[config.mk]
export PLATFORM = sky130hd
export DESIGN_NAME = morse_sequencer_flat
export DESIGN_NICKNAME = d
export VERILOG_FILES = /design/src/rtl/morse_pkg.sv /design/src/rtl/morse_sequencer_if.sv /design/src/rtl/morse_unit_timer.sv /design/src/rtl/morse_sequencer.sv /design/src/flat_wrapper.sv
export SDC_FILE = /design/constraint.sdc
export NUM_CORES = 1
export LEC_CHECK = 0
export CORE_MARGIN = 2
export CORE_UTILIZATION = 45
export CTS_CLUSTER_DIAMETER = 100
export CTS_CLUSTER_SIZE = 24
export DETAILED_ROUTE_END_ITERATION = 8
export REMOVE_ABC_BUFFERS = 1
export SLEW_MARGIN = 5
export SYNTH_ARGS = -nofsm -noshare
export SYNTH_HDL_FRONTEND = slang
export SYNTH_SLANG_ARGS = --single-unit
export TNS_END_PERCENT = 50
[constraint.sdc]
create_clock -name CLOCK_50 -period 4.8 [get_ports CLOCK_50]
set_input_delay 0.96 -clock CLOCK_50 [delete_from_list [all_inputs] [get_ports CLOCK_50]]
set_output_delay 0.96 -clock CLOCK_50 [all_outputs]
set_load 0.05 [all_outputs]
[src/rtl/morse_pkg.sv]
// Shared types and constants for the Morse letter sequencer.
// Optional feature macro: MORSE_SEQ_LETTER_GAP_EN (adds the GAP state).
package morse_pkg;

  typedef enum logic [2:0] {
    IDLE   = 3'd0,
    MARK   = 3'd1,
    SPACE  = 3'd2,
`ifdef MORSE_SEQ_LETTER_GAP_EN
    GAP    = 3'd3,
`endif
    FINISH = 3'd4
  } morse_state_t;

  localparam logic [1:0] DOT_UNITS   = 2'd1;
  localparam logic [1:0] DASH_UNITS  = 2'd3;
  localparam logic [1:0] SPACE_UNITS = 2'd1;
  localparam logic [1:0] GAP_UNITS   = 2'd3;
  localparam int         MAX_LEN_DEFAULT = 5;

endpackage

[src/rtl/morse_sequencer_if.sv]
// Letter request / status bundle between the encoder and the sequencer.
interface morse_sequencer_if #(
  parameter int MAX_LEN = 5
);
  logic               START;
  logic [MAX_LEN-1:0] PATTERN;
  logic [2:0]         LENGTH;
  logic               ABORT;
  logic               LED_OUT;
  logic               BUSY;
  logic               DONE;

  modport master (
    output START, PATTERN, LENGTH, ABORT,
    input  LED_OUT, BUSY, DONE
  );

  modport slave (
    input  START, PATTERN, LENGTH, ABORT,
    output LED_OUT, BUSY, DONE
  );
endinterface

[src/rtl/morse_unit_timer.sv]
// Free-running unit timer: wraps every UNIT_TICKS cycles, held at 0 by CLEAR.
module morse_unit_timer #(
  parameter int UNIT_TICKS = 25_000_000
) (
  input  logic CLOCK_50,
  input  logic RESET_N,
  input  logic CLEAR,
  output logic TICK
);

  localparam int CNT_W = $clog2(UNIT_TICKS);
  localparam logic [CNT_W-1:0] LAST = CNT_W'(UNIT_TICKS - 1);

  logic [CNT_W-1:0] cnt;

  assign TICK = (cnt == LAST);

  // Count cycles within a unit; the wrap coincides with the tick.
  always_ff @(posedge CLOCK_50 or negedge RESET_N) begin
    if (!RESET_N) begin
      cnt <= '0;
    end else if (CLEAR || TICK) begin
      cnt <= '0;
    end else begin
      cnt <= cnt + 1'b1;
    end
  end

endmodule

[src/rtl/morse_sequencer.sv]
// Plays one Morse letter (dot/dash pattern, LSB first) on LED_OUT.
// Optional feature macro: MORSE_SEQ_LETTER_GAP_EN adds a 3-unit dark gap
// after the final mark, before DONE.
//
// state  | meaning
// IDLE   | waiting for a legal START; unit timer held at 0
// MARK   | LED on for 1 (dot) or 3 (dash) units
// SPACE  | LED off for 1 unit between symbols
// GAP    | LED off for 3 units after the last mark (macro only)
// FINISH | one-cycle DONE pulse, then IDLE
module morse_sequencer
  import morse_pkg::*;
#(
  parameter int UNIT_TICKS = 25_000_000,
  parameter int MAX_LEN    = MAX_LEN_DEFAULT
) (
  input  logic              CLOCK_50,
  input  logic              RESET_N,
  morse_sequencer_if.slave  bus
);

  localparam logic [2:0] MAX_LEN_L = 3'(MAX_LEN);

  morse_state_t       state;
  logic [MAX_LEN-1:0] pat_q;
  logic [2:0]         len_q;
  logic [2:0]         idx;
  logic [1:0]         unit_cnt;
  logic               led_q;
  logic               busy_q;
  logic               done_q;
  logic               tick;
  logic               len_ok;
  logic [1:0]         mark_units;

  assign len_ok     = (bus.LENGTH != 3'd0) && (bus.LENGTH <= MAX_LEN_L);
  assign mark_units = pat_q[idx] ? DASH_UNITS : DOT_UNITS;

  assign bus.LED_OUT = led_q;
  assign bus.BUSY    = busy_q;
  assign bus.DONE    = done_q;

  morse_unit_timer #(.UNIT_TICKS(UNIT_TICKS)) u_timer (
    .CLOCK_50 (CLOCK_50),
    .RESET_N  (RESET_N),
    .CLEAR    (state == IDLE),
    .TICK     (tick)
  );

  // Sequencer FSM with registered LED/BUSY/DONE and the unit-multiple counter.
  always_ff @(posedge CLOCK_50 or negedge RESET_N) begin
    if (!RESET_N) begin
      state    <= IDLE;
      pat_q    <= '0;
      len_q    <= '0;
      idx      <= '0;
      unit_cnt <= '0;
      led_q    <= 1'b0;
      busy_q   <= 1'b0;
      done_q   <= 1'b0;
    end else begin
      done_q <= 1'b0;
      if (state != IDLE && bus.ABORT) begin
        state    <= IDLE;
        idx      <= '0;
        unit_cnt <= '0;
        led_q    <= 1'b0;
        busy_q   <= 1'b0;
      end else begin
        case (state)
          IDLE: begin
            if (bus.START && !bus.ABORT && len_ok) begin
              pat_q    <= bus.PATTERN;
              len_q    <= bus.LENGTH;
              idx      <= '0;
              unit_cnt <= '0;
              state    <= MARK;
              led_q    <= 1'b1;
              busy_q   <= 1'b1;
            end
          end
          MARK: begin
            if (tick) begin
              if (unit_cnt == mark_units - 2'd1) begin
                unit_cnt <= '0;
                led_q    <= 1'b0;
                if ((idx + 3'd1) < len_q) begin
                  state <= SPACE;
                end else begin
`ifdef MORSE_SEQ_LETTER_GAP_EN
                  state <= GAP;
`else
                  state  <= FINISH;
                  done_q <= 1'b1;
`endif
                end
              end else begin
                unit_cnt <= unit_cnt + 2'd1;
              end
            end
          end
          SPACE: begin
            if (tick) begin
              if (unit_cnt == SPACE_UNITS - 2'd1) begin
                unit_cnt <= '0;
                idx      <= idx + 3'd1;
                state    <= MARK;
                led_q    <= 1'b1;
              end else begin
                unit_cnt <= unit_cnt + 2'd1;
              end
            end
          end
`ifdef MORSE_SEQ_LETTER_GAP_EN
          GAP: begin
            if (tick) begin
              if (unit_cnt == GAP_UNITS - 2'd1) begin
                unit_cnt <= '0;
                state    <= FINISH;
                done_q   <= 1'b1;
              end else begin
                unit_cnt <= unit_cnt + 2'd1;
              end
            end
          end
`endif
          FINISH: begin
            state  <= IDLE;
            busy_q <= 1'b0;
          end
          default: begin
            state  <= IDLE;
            led_q  <= 1'b0;
            busy_q <= 1'b0;
          end
        endcase
      end
    end
  end

endmodule

[src/flat_wrapper.sv]
// flat-port wrapper written by rule: the top's interface ports become plain ports
module morse_sequencer_flat import morse_pkg::*;
#(
  parameter int UNIT_TICKS = 25_000_000,
  parameter int MAX_LEN    = MAX_LEN_DEFAULT
)
  (CLOCK_50, RESET_N, bus_START, bus_PATTERN, bus_LENGTH, bus_ABORT, bus_LED_OUT, bus_BUSY, bus_DONE);
  morse_sequencer_if #(.MAX_LEN(MAX_LEN)) bus_i ();
  input  logic CLOCK_50;
  input  logic RESET_N;
  input wire logic [$bits(bus_i.START)-1:0] bus_START;
  input wire logic [$bits(bus_i.PATTERN)-1:0] bus_PATTERN;
  input wire logic [$bits(bus_i.LENGTH)-1:0] bus_LENGTH;
  input wire logic [$bits(bus_i.ABORT)-1:0] bus_ABORT;
  output wire logic [$bits(bus_i.LED_OUT)-1:0] bus_LED_OUT;
  output wire logic [$bits(bus_i.BUSY)-1:0] bus_BUSY;
  output wire logic [$bits(bus_i.DONE)-1:0] bus_DONE;
  assign bus_i.START = bus_START;
  assign bus_i.PATTERN = bus_PATTERN;
  assign bus_i.LENGTH = bus_LENGTH;
  assign bus_i.ABORT = bus_ABORT;
  assign bus_LED_OUT = bus_i.LED_OUT;
  assign bus_BUSY = bus_i.BUSY;
  assign bus_DONE = bus_i.DONE;
  morse_sequencer #(.UNIT_TICKS(UNIT_TICKS), .MAX_LEN(MAX_LEN)) u_core (.CLOCK_50(CLOCK_50), .RESET_N(RESET_N), .bus(bus_i));
endmodule
== Word-level counts from Yosys, hierarchy flattened ==
Index checks and enable logic that the tools add are counted.

* Add/sub/neg operators: 4
* Magnitude comparators: 3
* Equal/unequal tests: 12
* Mux-type cells: 38
* Bitwise logic cells: 1
* Reductions and logical operators: 19

{| class="wikitable"
|+ Operator list
! kind !! number
|-
| $mux W3 || 11
|-
| $add A25 B1 Y25 const B || 1
|-
| $eq A25 B25 Y1 const B || 1
|-
| $mux W25 || 1
|-
| $mux W2 || 7
|-
| $mux W1 || 13
|-
| $ne A3 B1 Y1 const B || 3
|-
| $pmux W3 S3 || 1
|-
| $reduce_bool A3 Y1 || 3
|-
| $reduce_and A4 Y1 || 2
|-
| $ne A3 B2 Y1 const B || 2
|-
| $pmux W2 S3 || 1
|-
| $pmux W3 S2 || 1
|-
| $reduce_and A6 Y1 || 1
|-
| $reduce_and A5 Y1 || 1
|-
| $logic_and A1 B1 Y1 || 4
|-
| $lt A3 B4 Y1 const B || 1
|-
| $ne A2 B1 Y1 const B || 2
|-
| $pmux W1 S4 || 1
|-
| $reduce_bool A4 Y1 || 1
|-
| $add A3 B1 Y3 const B || 1
|-
| $bmux W1 S3 || 1
|-
| $eq A3 B1 Y1 const B || 1
|-
| $eq A3 B2 Y1 const B || 1
|-
| other kinds (15) || 15
|}

* Flip-flop bits (word level): 44
* Input bits: 12
* Output and inout port bits: 3

== Logic depth before layout (Yosys ltp) ==
* Depth after elaboration: 9
* Mapped depth: 8
* Mapped depth without buffers: 7

== By module ==
Synthesis repeated with hierarchy kept, for this count alone.

* Cells, all modules: 245
* Area total of the unflattened synthesis: 2447.3 sq um

{| class="wikitable"
|+ Modules (own cells, without submodules)
! module !! times used !! cells an instance !! area each (sq um) !! seq. area each (sq um)
|-
| morse_unit_timer || 1 || 133 || 1310.0 || 625.6
|-
| morse_sequencer || 1 || 112 || 1137.3 || 475.5
|}

== Worst setup path after synthesis ==
Ideal clock, no wire load.

* Path type: input port to flip-flop
* From: input bus_ABORT
* To: register u_core.state[1]
* Setup time: 0.077 ns
* Arrival time: 2.427 ns
* Setup slack: 2.296 ns
* Stages on the path: 6
* Path buffers: 1
* Cell sequence: clkbuf_1 -> a2111oi_4 -> or2b_4 -> or3b_1 -> or4_1 -> a21oi_1

* Word-level cells in the longest chain between the ends: 5

{| class="wikitable"
|+ Ends and longest elaborated chain
! item !! RTL line !! RTL
|-
| from (decl) || flat_wrapper.sv:14 || <nowiki>input wire logic [$bits(bus_i.ABORT)-1:0] bus_ABORT;</nowiki>
|-
| $logic_not A1 Y1 || morse_sequencer.sv:72 || <nowiki>if (bus.START && !bus.ABORT && len_ok) begin</nowiki>
|-
| $logic_and A1 B1 Y1 (2 in a row) || morse_sequencer.sv:72 ||
|-
| $ne A3 B1 Y1 (no line) || - ||
|-
| $reduce_and A5 Y1 (no line) || - ||
|-
| to (signal assigned) || morse_sequencer.sv:77 || <nowiki>state <= MARK;</nowiki>
|-
| to (signal assigned) || morse_sequencer.sv:88 || <nowiki>state <= SPACE;</nowiki>
|-
| to (signal assigned) || morse_sequencer.sv:93 || <nowiki>state <= FINISH;</nowiki>
|-
| to (decl) || morse_sequencer.sv:24 || <nowiki>morse_state_t state;</nowiki>
|}

Parallel ways exist; a longest one is shown, timed or not.
A chain may end at the register's enable or synchronous reset.

== Final worst setup path ==
* From: input bus_LENGTH[1]
* To: register u_core.state[1]

* Word-level cells in the longest chain between the ends: 5

{| class="wikitable"
|+ Ends and longest elaborated chain
! item !! RTL line !! RTL
|-
| from (decl) || flat_wrapper.sv:13 || <nowiki>input wire logic [$bits(bus_i.LENGTH)-1:0] bus_LENGTH;</nowiki>
|-
| $le A3 B3 Y1 or $reduce_bool A3 Y1 (tied branches) || morse_sequencer.sv:36 || <nowiki>assign len_ok = (bus.LENGTH != 3'd0) && (bus.LENGTH <= MAX_LEN_L);</nowiki>
|-
| $logic_and A1 B1 Y1 * || morse_sequencer.sv:36 ||
|-
| $logic_and A1 B1 Y1 * || morse_sequencer.sv:72 ||
|-
| $ne A3 B1 Y1 (no line) * || - ||
|-
| $reduce_and A5 Y1 (no line) * || - ||
|-
| to (signal assigned) || morse_sequencer.sv:53 || <nowiki>state <= IDLE;</nowiki>
|-
| to (signal assigned) || morse_sequencer.sv:77 ||
|-
| to (signal assigned) || morse_sequencer.sv:88 ||
|}

Every way passes the cells marked *; elsewhere a longest branch is shown, timed or not.

==> results by group <==
Status
  • Status: finished clean

Hold path
  • Hold path endpoint: u_core.pat_q[2]$_DFFE_PN0P_
  • HP Start: u_core.pat_q[2]$_DFFE_PN0P_
  • Hold Path Depth: 1
  • Hold Path Class: reg2reg

Floorplanning
  • Core area: 5110 µm²
  • Site Rows: 26
  • Die area: 5870 µm²
  • Die X: 76.6 µm
  • DIE HEIGHT: 76.6 µm
  • Initial Util: 46.4%
  • IO Count: 15

Pwr
  • Peak supply drop: 0.242 mV
  • Leakage: 1.14 nW
  • Power Total: 0.00124 W
  • Power Density: 453 nW/µm²

STA
  • F_max: 346 MHz
  • Final setup viols: 0
  • Worst-margin pin slew: 975 ps
  • Setup Skew: 11.3 ps
  • Crit path time final: 2890 ps
  • Final hold vios: 0
  • RSZ-0062 raised after global routing: no
  • Setup WS post-layout: 1910 ps
  • Setup TNS: 0 ps
  • WHS: 512 ps
  • Slew Viols, Final: 0
  • Slew margin rel.: 35.0%
  • Crit share post-route: 60.2%

Logic synthesis
  • Predominant post-synthesis flop cell: dfrtp_1
  • FFs w/ async S/R, synth: 100%
  • EDFF count, synth: 0
  • Synth Instances: 243
  • Seq/Total Area, Yosys: 46.4%
  • Synthesized area per cell: 9.76 µm²
  • Synth warn: 0
  • Synth unique cells: 44
  • Post-synthesis register bit count: 44
  • Synthesized cell area: 2370 µm²

GRT
  • Number of global-route vias before repair: 1,738
  • Antenna violations before repair: 0
  • Largest net degree at the start of global routing: 45
  • First-pass GRT wire length: 8.16 mm
  • Gr usage total: 17.4%
  • Total global routing overflow: 0

Critical path
  • Crit path launch type: input pin
  • WS Path Type: in2reg
  • Worst reg2reg path depth: 7
  • CP required: 5030 ps
  • WP data arrival: 3120 ps
  • Reg2Reg Setup Slack: 2410 ps
  • RR Startpoint: u_core.idx[0]$_DFFE_PN0P_
  • CP max FO: 8
  • RR Endpoint: u_core.state[1]$_DFFE_PN0P_
  • Critical Path End Type: register

Route
  • Vias: 1,745
  • Routed WL: 4.56 mm
  • Antenna Nets Post-Route: 0
  • Drt wl/cell: 13.9 µm
  • First-pass detailed-route iteration total: 4
  • Initial DRC count: 131
  • DRC: 0
  • DR vias/cell: 5.30

Clock network
  • CTS tree: yes
  • # H-tree levels: 2
  • CTS buffer count: 5
  • Root buf cell: clkbuf_8
  • Hold_buf cts: 0
  • CTS resizes: 0
  • Postcts setup bufs: 0
  • Clk buf depth: 2
  • CTS Sinks: 44
  • Clock slew at reported path FFs: 90 ps
  • Worst-Skew Late Latency: 300 ps

Placed design
  • Port-buffer cells: 14
  • GP Congestion: 0.829
  • # placed instances: 321
  • Detailed Place HPWL: 3.17 mm
  • Place WS: 1600 ps

Cells and area
  • N_diodes: 0
  • Non-filler cells, final: 329
  • Area Overhead vs Synth: 15.1%
  • Commonest non-fill, non-tap cell in the layout: dfrtp_1
  • Most frequent cells in the layout: dfrtp_1, nor2_1, nand2_1
  • Share of cells above drive strength 1: 8.49%
  • Nets: 276

Flow run
  • Max-Cap Viols: 0
-- sequential cells by signal (all words and copies together) (netlist names) --
| signal | cells |
|---|---|
| u_core.pat_q | 5 |
| u_core.len_q | 3 |
| u_core.unit_cnt | 2 |
| u_core.idx | 3 |
| u_core.u_timer.cnt | 25 |
| u_core.bus.BUSY | 1 |
| u_core.bus.DONE | 1 |
| u_core.state | 3 |
| u_core.bus.LED_OUT | 1 |
-- worst max path at each step --
| stage | from | endpoint | slack [ps] | cells past startpoint |
|---|---|---|---|---|
| after global routing | bus_LENGTH[1] | u_core.state[1]$_DFFE_PN0P_ | 1770 | 7 |
| after floorplan | bus_LENGTH[1] | u_core.state[1]$_DFFE_PN0P_ | 2340 | 6 |
| after global placement | bus_LENGTH[1] | u_core.state[1]$_DFFE_PN0P_ | 1670 | 7 |
| after CTS | bus_LENGTH[1] | u_core.state[1]$_DFFE_PN0P_ | 1930 | 7 |
| final | bus_LENGTH[1] | u_core.state[1]$_DFFE_PN0P_ | 1910 | 7 |
| after detailed placement | bus_LENGTH[1] | u_core.state[1]$_DFFE_PN0P_ | 1600 | 7 |
-- worst max-delay path, stage by stage --
cell and delay [ps]:
clkdlybuf4s50_1 580, nor3_2 90, a2111oi_4 380, or2b_4 230
or3b_1 340, or4_1 400, a21oi_1 160
-- power breakdown --
group          internal [W]  switching (W)  total, W
combinational      0.000150       0.000205  0.000354
sequential         0.000433      0.0000543  0.000487
clock              0.000260       0.000134  0.000394
total              0.000843       0.000393   0.00124
-- metal layers --
| layer | vias to the layer above | track usage (%) | wire (µm) | part of all wire (%) |
|---|---|---|---|---|
| met5 | - | 0 | 0 | 0 |
| met4 | 0 | 7.09 | 73 | 1.6 |
| met3 | 6 | 3.67 | 148 | 3.2 |
| met1 | 841 | 24.0 | 2190 | 48 |
| li1 | 878 | - | - | - |
| met2 | 20 | 26.8 | 2150 | 47 |
-- cell usage after synthesis (7+ instances only) --
library cell / n / area share [%]
nand2_1: 21 / 3.3
and3_1: 7 / 1.8
mux2_2: 9 / 4.3
nor4_1: 8 / 2.1
nor2_1: 31 / 4.9
xnor2_1: 13 / 4.8
dfrtp_1: 44 / 46
inv_1: 9 / 1.4
nor3_1: 9 / 1.9
o21ai_0: 7 / 1.5
a21oi_1: 7 / 1.5
xor2_1: 10 / 3.7
nand3_1: 7 / 1.5
-- final cells by class --
type                            count  area, µm²
Clock inverter                      3       90.1
Inverter                            9       33.8
Sequential cell                    44       1100
Multi-Input combinational cell    184       1210
Fill cell                         495       2380
Tap cell                           70       87.6
Clock buffer                        5       68.8
Timing Repair Buffer               14        135
-- cells by family (layout without fill, tap and decap cells) --
family          count (synthesis)  count (layout)  synth area share, %
compound gates                 29              29                 8.60
xor+xnor                       23              23                 8.50
fa+ha+maj                       6               6                 3.17
buf+inv                        15              31                 2.43
flops                          44              44                 46.4
mux                            12              12                 5.65
simple gates                  114             114                 25.2
-- per-stage QoR --
step	utilization (%)	instance area, µm²
2_1_floorplan	-	2350
3_3_place_gp	50.3	2570
3_5_place_dp	50.3	2570
4_1_cts	53.4	2730
5_1_grt	53.4	2730
6_report	53.4	2730
Power figures use the tool's default switching activity.
==> variant, RTL diff (same flow settings) <==
Add a define of `MORSE_SEQ_LETTER_GAP_EN`.
--- a/src/rtl/morse_pkg.sv
+++ b/src/rtl/morse_pkg.sv
@@ -1,5 +1,7 @@
 // Shared types and constants for the Morse letter sequencer.
 // Optional feature macro: MORSE_SEQ_LETTER_GAP_EN (adds the GAP state).
+`define MORSE_SEQ_LETTER_GAP_EN
+
 package morse_pkg;
 
   typedef enum logic [2:0] {
Formal check against the unedited RTL: no difference found for any inputs over 10 cycles, from zero or initial values and one cycle with RESET_N low; that may be too few to reach the edited logic, so the function may still have changed.
==> variant against the unedited design <==
Clock skew shrank 3.3 ps; die area grew 5.4%; area after synthesis grew 5.6%; sequential cell count is the same; routed wire length grew 7.6%; total power shrank 6.7%; critical path type unchanged; worst setup slack gained 190 ps; count of clock-buffer cells in the layout is the same; non-clock buffer count is the same; via count grew 3.7%; first-iteration DRC count shrank 15%; clock power shrank 25%; cell area grew 2.8%; sequential power grew 3%.
==> variant: results (changes against the unedited design) <==
metric,value,unit,change
outcome,"complete, no violations",,unchanged
clock_skew,8.04,ps,was 11.3 ps
cp.arrival,2890,ps,was 3120 ps
inv_count,12,,was 9
synth_commonest_cells,"dfrtp_1 (44), nor2_1 (30), nand3_1 (17), xor2_1 (14), inv_1 (12)",,"was dfrtp_1 (44), nor2_1 (31), nand2_1 (21), xnor2_1 (13), xor2_1 (10)"
num-fill-cells,488,,was 495
wl_met2,2520,um,was 2150 um
multi_input_cells,186,,was 184
leakage,1.23,nW,was 1.14 nW
synth_cell_types,50,,was 44
placed_cells,328,,was 321
grt_use_met2,0.313,,was 0.268
drt_iter0_markers,112,,was 131
gr-usage-met1,0.205,,was 0.240
ir_drop,175,uV,was 242 uV
crit_path_max_incr_delay,770,ps,was 580 ps
wl,4900,um,was 4560 um
nWellTaps,72,,was 70
dpl.hpwl,3380,um,was 3170 um
slew-limit-headroom,0.338,,was 0.350
place_congestion,0.791,,was 0.829
post_drt_wl_per_cell,14.6,um,was 13.9 um
multi_input_area,0.00132,mm2,was 0.00121 mm2
post_dp_cell_area,0.00269,mm2,was 0.00257 mm2
grt_pass1_vias,1870,,"was 1,738"
crit_fanout,13,,was 8
dr_wl_met3,108,um,was 148 um
synth.area.top_cells,"dfrtp_1 (44%), xor2_1 (4.9%), mux2_2 (4.5%), nor2_1 (4.5%), ha_1 (4.0%)",,"was dfrtp_1 (46%), nor2_1 (4.9%), xnor2_1 (4.8%), mux2_2 (4.3%), xor2_1 (3.7%)"
syn_avg_cell_area,10.0,um2,was 9.76 um2
layout-drive-gt1-share,0.121,,was 0.0849
pre_cts_ws,1790,ps,was 1600 ps
vias,1809,,"was 1,745"
multi_input_area_share,0.470,,was 0.444
grt_pass1_wl,8430,um,was 8160 um
==> variant: cell count changes after synthesis, sizes merged, moves of 3 or more <==
cell / before / now
mux2i: 1 / 4
o21ai: 11 / 6
inv: 9 / 12
and2: 6 / 0
xor2: 10 / 14
nand2: 21 / 10
nor4: 8 / 3
buf: 1 / 4
nor3: 10 / 6
and3: 7 / 12
nand3: 7 / 18
==> variant: power by group <==
part,internal (mW),total (mW),switching [mW],leakage (nW)
sequential,0.433,0.500,0.0670,0.589
combinational,0.148,0.357,0.210,0.581
clock,0.157,0.295,0.139,0.0548
==> variant: path summary, 6_finish.rpt <==
check,from,end,slack [ps]
max in group asynchronous,RESET_N,u_core.u_timer.cnt[7]$_DFF_PN0_,3380
min,u_core.len_q[1]$_DFFE_PN0P_,u_core.len_q[1]$_DFFE_PN0P_,510
min reg2reg,u_core.len_q[1]$_DFFE_PN0P_,u_core.len_q[1]$_DFFE_PN0P_,510
max,bus_ABORT,u_core.bus.LED_OUT$_DFFE_PN0P_,2100
max reg2reg,u_core.u_timer.cnt[0]$_DFF_PN0_,u_core.idx[2]$_DFFE_PN0P_,2530
min in group asynchronous,RESET_N,u_core.state[2]$_DFFE_PN0P_,810
==> variant: logic make-up (layout without fill, tap and decap cells) <==
group,count (synthesis),after routing,synth area share
AND/OR/NAND/NOR,107,107,0.243
multiplexers,14,14,0.0609
buffers and inverters,20,34,0.0345
XOR/XNOR,25,25,0.0874
flip-flops,44,44,0.440
AO/OA/AOI/OAI,32,32,0.0949
adder cells (fa/ha/maj),8,8,0.0400
==> variant: critical path, delay by kind of cell <==
family          cells  cell delay (ps)
buf+inv             1              770
simple gates        3              440
compound gates      2              640
mux                 1               70
